--- src/rtl/handshake_controller.sv ---
// Request/acknowledge handshake sequencer for the inter-board link: drives the header
// transmitter, re-arms the header receiver, and retries on timeout before giving up.
module handshake_controller #(
   parameter int unsigned           HEAD_BITS      = 8,
   parameter logic [HEAD_BITS-1:0]  REQ_WORD       = 8'hA5,
   parameter logic [HEAD_BITS-1:0]  ACK_WORD       = 8'h5A,
   parameter int unsigned           TIMEOUT_CYCLES = 1024,
   parameter int unsigned           MAX_RETRIES    = 3
) (
   input  logic                 clk,
   input  logic                 rst,
   input  logic                 connect_req,
   input  logic                 send_done,
   output logic                 send_start,
   output logic [HEAD_BITS-1:0] tx_data,
   input  logic                 receive_done,
   input  logic [HEAD_BITS-1:0] rx_data,
   output logic                 receive_start,
   output logic                 connected,
   output logic                 failed,
   output logic [2:0]           hs_state
);

   localparam int unsigned TimerW = $clog2(TIMEOUT_CYCLES);
   localparam int unsigned RetryW = (MAX_RETRIES > 0) ? $clog2(MAX_RETRIES + 1) : 1;
   localparam logic [TimerW-1:0] TimerLast = TimerW'(TIMEOUT_CYCLES - 1);
   localparam logic [RetryW-1:0] RetryMax  = RetryW'(MAX_RETRIES);

   typedef enum logic [2:0] {
      StIdle      = 3'd0,
      StSendReq   = 3'd1,
      StWaitAck   = 3'd2,
      StSendAck   = 3'd3,
      StConnected = 3'd4,
      StFailed    = 3'd5
   } state_e;

   state_e              state_q;
   logic [TimerW-1:0]   timer_q;
   logic [RetryW-1:0]   retry_q;
   logic                rx_valid;

   // A receive_done seen while re-arming is the stale previous header.
   assign rx_valid = receive_done && !receive_start;
   assign hs_state = state_q;

   always_ff @(posedge clk or posedge rst) begin
      if (rst) begin
         state_q       <= StIdle;
         timer_q       <= '0;
         retry_q       <= '0;
         send_start    <= 1'b0;
         receive_start <= 1'b0;
         connected     <= 1'b0;
         failed        <= 1'b0;
         tx_data       <= '0;
      end else begin
         send_start    <= 1'b0;
         receive_start <= 1'b0;
         if (!connect_req) begin
            state_q   <= StIdle;
            timer_q   <= '0;
            connected <= 1'b0;
            failed    <= 1'b0;
            tx_data   <= '0;
         end else begin
            unique case (state_q)
               StIdle: begin
                  state_q    <= StSendReq;
                  retry_q    <= '0;
                  send_start <= 1'b1;
                  tx_data    <= REQ_WORD;
               end
               StSendReq: begin
                  if (send_done && !send_start) begin
                     state_q       <= StWaitAck;
                     timer_q       <= '0;
                     receive_start <= 1'b1;
                  end
               end
               StWaitAck: begin
                  if (rx_valid) begin
                     if (rx_data == ACK_WORD) begin
                        state_q   <= StConnected;
                        connected <= 1'b1;
                     end else if (rx_data == REQ_WORD) begin
                        state_q    <= StSendAck;
                        send_start <= 1'b1;
                        tx_data    <= ACK_WORD;
                     end else begin
                        // Junk header: re-arm and keep the timeout running.
                        receive_start <= 1'b1;
                        timer_q       <= (timer_q == TimerLast) ? '0 : timer_q + 1'b1;
                     end
                  end else if (timer_q == TimerLast) begin
                     if (retry_q < RetryMax) begin
                        retry_q    <= retry_q + 1'b1;
                        state_q    <= StSendReq;
                        send_start <= 1'b1;
                        tx_data    <= REQ_WORD;
                     end else begin
                        state_q <= StFailed;
                        failed  <= 1'b1;
                     end
                  end else begin
                     timer_q <= timer_q + 1'b1;
                  end
               end
               StSendAck: begin
                  if (send_done && !send_start) begin
                     state_q   <= StConnected;
                     connected <= 1'b1;
                  end
               end
               StConnected, StFailed: ;
               default: state_q <= StIdle;
            endcase
         end
      end
   end

endmodule

--- config.mk ---
export PLATFORM = sky130hd
export DESIGN_NAME = handshake_controller
export DESIGN_NICKNAME = d
export VERILOG_FILES = /design/src/rtl/handshake_controller.sv
export SDC_FILE = /design/constraint.sdc
export NUM_CORES = 1
export LEC_CHECK = 0
export ABC_AREA = 1
export BUFFER_PORTS_ARGS = -buffer_cell sky130_fd_sc_hd__buf_2
export CELL_PAD_IN_SITES_DETAIL_PLACEMENT = 1
export CELL_PAD_IN_SITES_GLOBAL_PLACEMENT = 1
export CORE_MARGIN = 5
export CORE_UTILIZATION = 39
export DETAILED_ROUTE_END_ITERATION = 8
export GPL_TIMING_DRIVEN = 1
export PLACE_DENSITY_LB_ADDON = 0.05
export SETUP_SLACK_MARGIN = 0.15
export SYNTH_ARGS = -nofsm -noshare
export SYNTH_HDL_FRONTEND = slang
export SYNTH_SLANG_ARGS = --single-unit
--- constraint.sdc ---
create_clock -name clk -period 2 [get_ports clk]
set_input_delay 0.3 -clock clk [delete_from_list [all_inputs] [get_ports clk]]
set_output_delay 0.3 -clock clk [all_outputs]
set_load 0.02 [all_outputs]
After elaboration in Yosys (flattened, before gate mapping)
Cells that the tools add are included.

Register bits: 27. Bits of input ports: 13. Output and inout bits: 15. Logic and storage cells: 105.

Add/sub/neg operators: 2. Order comparisons: 1. Equal/unequal tests: 30. Multiplexer cells: 51. Reductions and logical operators: 13.

Operators by type and width (number): $mux 10 (7); $mux 8 (6); $mux 3 (8); $ne 4x4->1 const B (6); $mux 1 (20); $pmux 10 s2 (1); $reduce_and 5->1 (4); $pmux 8 s2 (1); $pmux 3 s5 (1); $ne 2x2->1 const B (6); $ne 3x3->1 const B (4); $add 10x1->10 const B (1); $eq 10x10->1 const B (1); $ne 3x1->1 const B (3); $eq 8x7->1 const B (1); $eq 8x8->1 const B (1); $reduce_and 4->1 (2); $eq 3x2->1 const B (2); $eq 3x3->1 const B (2); $mux 2 (3); $pmux 1 s2 (3); $ne 5x5->1 const B (1); $ne 2x1->1 const B (2); $pmux 2 s2 (1); 8 further kinds (10).

Longest topological paths before layout
Gate-level depths: netlist of run 1.

Depth in word-level cells: 7. Mapped depth: 10. Mapped depth without buffers: 10.

Worst setup path after synthesis of run 1
No wires, ideal clock.

Path type: register -> register. Start point: register state_q[0] (netlist: hs_state[0]). End point: register timer_q[7]. Library setup time: 0.117 ns. Arrival time: 1.358 ns. Data required time: 1.883 ns. Path slack: 0.525 ns. Cell stages (with the launch flop): 9. Buffers on the path: 2. Clock period less this slack: 1.475 ns. Cell sequence: dfrtp_1 buf_4 inv_2 nand3_4 inv_2 nand3_2 buf_2 nand3_1 nand2_1.

Cells in the longest elaborated chain, start to end: 3. Elaborated cells on any way between the ends: 10. Those cells by class: eq/ne (7); mux (2); reduce/logical (1).

RTL lines: from (decl) (line 38) `state_e state_q;`; from (signal assigned) (line 49) `state_q <= StIdle;`; from (signal assigned) (line 61) `state_q <= StIdle;`; from (signal assigned) (line 69) `state_q <= StSendReq;`; $eq 3x2->1 or $eq 3x1->1 (tied branches) (line 67) `unique case (state_q)`; $ne 4x4->1 (no source line), or another cell as far along; $reduce_and 5->1 (no source line) or $mux 10 (tied branches); to (signal assigned) (line 93) `timer_q <= (timer_q == TimerLast) ? '0 : timer_q + 1'b1;`; to (signal assigned) (line 106) `timer_q <= timer_q + 1'b1;`; to (decl) (line 39) `logic [TimerW-1:0] timer_q;`.

Parallel ways exist; a longest one is shown, timed or not. A chain may end at the register's enable or synchronous reset.

Final worst setup path of run 1
Start point: register state_q[2] (netlist: hs_state[2]). End point: register timer_q[8].

Same word-level chain as after synthesis.

==> flow_summary.yaml, run 1 <==
final_layout:
  nets: 291
  fin_area_sq_um: 1830
  antenna_cells: 0
  drive_above_1_share_pct: 21.5
  layout.cells.non_filler: 325
  area_delta_synth_final_pct: 12.9
yosys:
  synth.area.top_cells: "dfrtp_1, nand2_1, nand3_1"
  syn_area_sq_um: 1620
  yosysTopAreaCellShare_pct: 32.5
  synth_nets: 264
  syn_avg_cell_area_sq_um: 6.50
  synth_ff_type: "dfrtp_1"
  yosysSeqAreaShare_pct: 32.5
  syn_inst: 249
  synth.top_cells.by_count: "nand2_1, nor2_1, inv_1"
  async_reset_ff_share_pct: 100
  synth.most_common_cell: "nand2_1"
  ys_types: 27
  yosys.area.top_type: "dfrtp_1"
  synth_seq_cells: 21
  ys_warn_count: 0
  synth_edf_count: 0
sta:
  slew_headroom_pct: 75.1
  hold_violations: 0
  fin_crit_sh_pct: 83.1
  tns_ps: 0
  finalCriticalPeriod_ps: 1660
  setup_viol: 0
  report.final.slew_viol_count: 0
  tightest_slew_ps: 372
  rsz0062_at_grt: "no"
  fin_skew_ps: 4.10
  max_freq_mhz: 602
global_route:
  grt_pass1_wl_um: 7450
  antenna_found_initial: 0
  grt_overflow: 0
  grt_pass1_vias: 1579
  grt_usage_pct: 17.1
  grt_max_degree: 22
clock_tree:
  cts_buffers: 3
  cts_tree: "done"
  cts_setup_buffers: 0
  htree_levels: 1
  cts-root-buf: "clkbuf_8"
  insertion_delay_ps: 260
  clockBufferDepth: 2
  cts.sinks: 21
  ctsResizeCount: 0
  path_clk_slew_ps: 90
  hold_buffers: 0
placement:
  port_buffers: 27
  placed_area_sq_um: 1780
  dp_cells: 321
  hpwl_um: 3340
  place_congestion: 0.828
pwr:
  intPower_mw: 0.890
  p_comb_share_pct: 50.0
  powerDensity_nw_per_um2: 926
  total_leakage_power_nw: 0.967
  pwr-share-clk_pct: 17.2
  swShare_pct: 47.4
  p_switching_mw: 0.803
  p_seq_share_pct: 32.8
  ir_drop_mv: 0.494
setup_path:
  cp_slowest_cell: "dfrtp_1"
  cp_max_fo: 11
  cp_slowest_stage_delay_ps: 480
  end_kind: "register"
  critPathBufInv: 2
  path_cells: "inv_2 -> nand3_4 -> inv_2 -> nand3_2 -> nand3_4 -> nand2_1 -> nand2_1"
  rr_worst_depth: 7
  start_kind: "register"
  crit_type: "reg -> reg"
  cp.required_ps: 2200
  r2r_start: "hs_state[2]$_DFFE_PP0P_"
  r2r-end: "timer_q[8]$_DFFE_PP0P_"
  critPathTopFamily: "simple AND/OR/NAND/NOR gates"
  cp_data_arrival_time_ps: 1860
  r2r_setup_slack_ps: 340
drt:
  num_vias: 1584
  drtAntennaViolNets: 0
  drtIter0Drc: 85
  vias_per_cell: 4.87
  firstDrtPassIters: 4
  drc_errors: 0
  drt_wl_total_um: 4290
  wl_per_cell_um: 13.2
floorplanning:
  fp.dieW_um: 74.4
  rows: 23
  die_h_um: 74.4
  coreArea_sq_um: 4000
  initial_core_util_pct: 40.5
  die-area_sq_um: 5540
  io_pins: 28
worst_hold_path:
  hp-class: "in -> async"
run_status:
  status: "finished clean"
run:
  drv_cap: 0
-- metrics by stage --
stage	power [mW]	setup slack [ps]	hold slack, ps	utilization (%)
after detailed placement	1.41	353	360	44.5
after global placement	1.41	359	349	44.5
after CTS	1.71	341	69.2	45.7
after floorplan	1.20	525	277	-
final	1.69	338	59.0	45.7
after global routing	1.84	159	81.2	45.7
-- placed cells by master, fill, tap and decap left out --
cell and count:
dfrtp_1 21, or2_2 1, buf_2 27, nand4_1 4
inv_2 8, nor3_2 1, ha_1 2, o21ai_0 2
nor3_1 2, buf_4 3, clkbuf_8 3, nand3_1 22
o21ai_1 6, o21bai_1 1, nor2_2 5, nand3_2 2
nand2_2 1, clkinv_2 1, and2_1 1, xor2_1 1
xnor2_1 1, inv_1 26, nand2_1 85, a21oi_1 11
nor4_1 1, nand3_4 3, o22ai_1 1, nor2_4 4
nor2_1 29
-- power by group through the flow --
| stage | Clock, mW | Combinational (mW) | Sequential [mW] |
|---|---|---|---|
| after floorplan | 0 | 0.581 | 0.623 |
| after global placement | 0 | 0.845 | 0.562 |
| after detailed placement | 0 | 0.845 | 0.566 |
| after CTS | 0.301 | 0.851 | 0.558 |
| after global routing | 0.330 | 0.939 | 0.569 |
| final | 0.292 | 0.846 | 0.555 |
-- registers in the layout, indices dropped and copies added (netlist names) --
name / cells
failed: 1
timer_q: 10
hs_state: 3
receive_start: 1
connected: 1
retry_q: 2
send_start: 1
tx_data: 2
-- how the worst max path moves through the flow --
| stage | startpoint | to | cells past startpoint |
|---|---|---|---|
| after floorplan | hs_state[0]$_DFFE_PP0P_ | timer_q[7]$_DFFE_PP0P_ | 8 |
| after global placement | timer_q[0]$_DFFE_PP0P_ | hs_state[1]$_DFFE_PP0P_ | 10 |
| after detailed placement | timer_q[0]$_DFFE_PP0P_ | hs_state[2]$_DFFE_PP0P_ | 10 |
| after CTS | timer_q[0]$_DFFE_PP0P_ | hs_state[2]$_DFFE_PP0P_ | 10 |
| after global routing | timer_q[0]$_DFFE_PP0P_ | hs_state[2]$_DFFE_PP0P_ | 10 |
| final | hs_state[2]$_DFFE_PP0P_ | timer_q[8]$_DFFE_PP0P_ | 7 |
-- logic make-up after synthesis --
logic type | count (synthesis) | synth area share, %
and+or+nand+nor | 161 | 46.8
buffers and inverters | 42 | 11.4
AOI/OAI and AO/OA | 21 | 6.72
DFF | 21 | 32.5
xor gates and xnor gates | 2 | 1.08
adders and majority gates | 2 | 1.55
-- layout make-up --
type                       count  area, sq um
clock buffer                   3         41.3
clock inverter                 1         5.00
fill                         557         2170
inverter                      34          128
multi-input combinational    186          908
sequential                    21          526
tap                           50         62.6
timing repair buffer          30          158
-- per-layer routing --
metal  up-vias  share of wire, %  global-route usage [%]
met5         -                 0                       0
met1       725                52                    24.0
li1        834                 -                       -
met2        21                44                    27.6
met4         0              0.72                    3.56
met3         4               3.4                    3.11
-- worst reg2reg max path, cell delays in order (launching register included) --
cell	delay, ps
dfrtp_1	480
inv_2	140
nand3_4	150
inv_2	170
nand3_2	270
nand3_4	260
nand2_1	70
nand2_1	70
No activity file was read; power rests on OpenSTA's default activity.
==> run 2, diff against run 1 <==
Clock period 2 ns to 1.7 ns, I/O delays scaled along.
==> run 2 against run 1 <==
- register-to-register slack lost 230 ps
- via count grew 17%
- wire length grew 40%
- utilization grew 8.3 points
- non-clock buffer count grew 25
- global-route usage grew 2.1 points
- critical endpoint is now timer_q[9]$_DFFE_PP0P_
- largest cell class unchanged
==> flow_summary.yaml, run 2 (synthesis results as in run 1) <==
worst_hold_path:
  hp-class: "in -> async"
placement:
  port_buffers: 27
  dp_slack_ps: 65.9
  hpwl_um: 3660
  placed_area_sq_um: 1820
  place_congestion: 0.801
final_layout:
  nets: 318
  fill_cells: 546
  final_cell_mix: "nand2_1, buf_2, inv_1, nor2_1, buf_4"
  fin_area_sq_um: 2160
  top_register: "timer_q"
  layout_commonest_cell: "nand2_1"
  drive_above_1_share_pct: 35.4
  largest_reg_flops: 10
  area_delta_synth_final_pct: 33.5
  antenna_cells: 0
setup_path:
  end_kind: "register"
  start_kind: "register"
  r2r-end: "timer_q[9]$_DFFE_PP0P_"
  rr_worst_depth: 8
  cp_max_fo: 5
  cp_data_arrival_time_ps: 1740
  cp-endpoint: "timer_q[9]$_DFFE_PP0P_"
  startpoint: "timer_q[4]$_DFFE_PP0P_"
  cp_slowest_stage_delay_ps: 460
  cp.required_ps: 1850
  r2r_setup_slack_ps: 110
  cp_slowest_cell: "dfrtp_1"
  crit_type: "reg -> reg"
  path_cells: "nand2_1 -> nor2_2 -> nand3_4 -> nor2_4 -> buf_6 -> nor2_4 -> nand3_1 -> nand2_1"
  r2r_start: "timer_q[4]$_DFFE_PP0P_"
clock_tree:
  cts_buffers: 3
  insertion_delay_ps: 270
  hold_buffers: 0
  path_clk_slew_ps: 90
  clockBufferDepth: 2
  htree_levels: 1
  cts-root-buf: "clkbuf_8"
  cts.sinks: 21
  cts_tree: "done"
floorplanning:
  coreArea_sq_um: 4000
  die-area_sq_um: 5540
  die_h_um: 74.4
  initial_core_util_pct: 40.5
  rows: 23
  fp.dieW_um: 74.4
  io_pins: 28
drt:
  wl_per_cell_um: 17.0
  drc_errors: 0
  firstDrtPassIters: 4
  num_vias: 1853
  drtAntennaViolNets: 0
  drtIter0Drc: 111
  drt_wl_total_um: 6000
  vias_per_cell: 5.26
pwr:
  total_leakage_power_nw: 1.12
  ir_drop_mv: 0.839
  powerDensity_nw_per_um2: 1090
sta:
  rsz0062_at_grt: "yes"
  max_freq_mhz: 630
  tns_ps: 0
  slew_headroom_pct: 77.7
  report.final.slew_viol_count: 0
  fin_ws_ps: 112
  hold_violations: 0
  tightest_slew_ps: 332
  setup_viol: 0
  fin_skew_ps: 8.06
  finalCriticalPeriod_ps: 1590
  fin_crit_sh_pct: 93.4
global_route:
  grt_overflow: 0
  antenna_found_initial: 0
  grt_pass1_wl_um: 8300
  grt_max_degree: 22
  grt_pass1_vias: 1767
  grt_usage_pct: 19.2
run_status:
  status: "finished clean"
run:
  drv_cap: 0
[run 2: cell count changes in the layout (fill, tap and decap cells not counted), moves of 2 or more]
cell / delta
buf_4: +23
nand2_1: -9
nand2_2: +8
nand3_1: -5
nor2_4: +5
nand3_2: +4
dfrtp_1: -3
dfrtp_2: +3
nor2_1: -3
buf_6: +2
nand3_4: +2
[run 2: cell type report]
cell class / count / area, sq um / share of cell area (%)
Sequential cell: 21 / 529 / 24.5
Inverter: 34 / 130 / 6.02
Tap cell: 50 / 62.6 / 2.90
Timing Repair Buffer: 55 / 353 / 16.3
Multi-Input combinational cell: 188 / 1040 / 48.2
Clock buffer: 4 / 45.0 / 2.08
[run 2: worst min-delay path by stage]
stage,start,to,cells past startpoint
floorplan,rst,connected$_DFFE_PP0P_,1
finish,rst,failed$_DFFE_PP0P_,3
detailed placement,rst,timer_q[1]$_DFFE_PP0P_,3
global placement,rst,timer_q[3]$_DFFE_PP0P_,3
CTS,rst,failed$_DFFE_PP0P_,3
global route,rst,failed$_DFFE_PP0P_,3
[run 2: critical path: cells and delay by family (launching register included)]
kind | cells | cell delay [ps]
buffers and inverters | 1 | 130
DFF | 1 | 460
and+or+nand+nor | 7 | 890
[run 2: report_power, final]
part | total (mW) | leakage, nW | switching, mW | internal, mW
Clock | 0.346 | 0.0228 | 0.179 | 0.167
Sequential | 0.677 | 0.283 | 0.0977 | 0.580
Combinational | 1.32 | 0.818 | 0.852 | 0.472
[run 2: per-stage QoR]
step | total power [mW] | util (%) | hold WS [ps] | std cells
floorplan | 1.42 | - | 232 | 249
global placement | 1.69 | 45.5 | 300 | 326
detailed placement | 1.71 | 45.5 | 307 | 326
CTS | 2.10 | 48.3 | 21.9 | 337
global route | 2.50 | 54.0 | 38.4 | 352
finish | 2.35 | 54.0 | 5.34 | 352
[run 2: what timing repair did]
item,CTS,global route
gates cloned,1,1
pin swaps,3,9
gates resized for setup,7,27
buffers inserted,6,14
endpoints found under the setup margin,17,17
[run 2: per-layer routing]
metal	track usage (%)	up-vias	wire length [um]
met4	4.15	0	102
met5	0	-	0
met3	2.43	12	338
met1	26.4	895	2690
li1	-	890	-
met2	32.5	56	2870
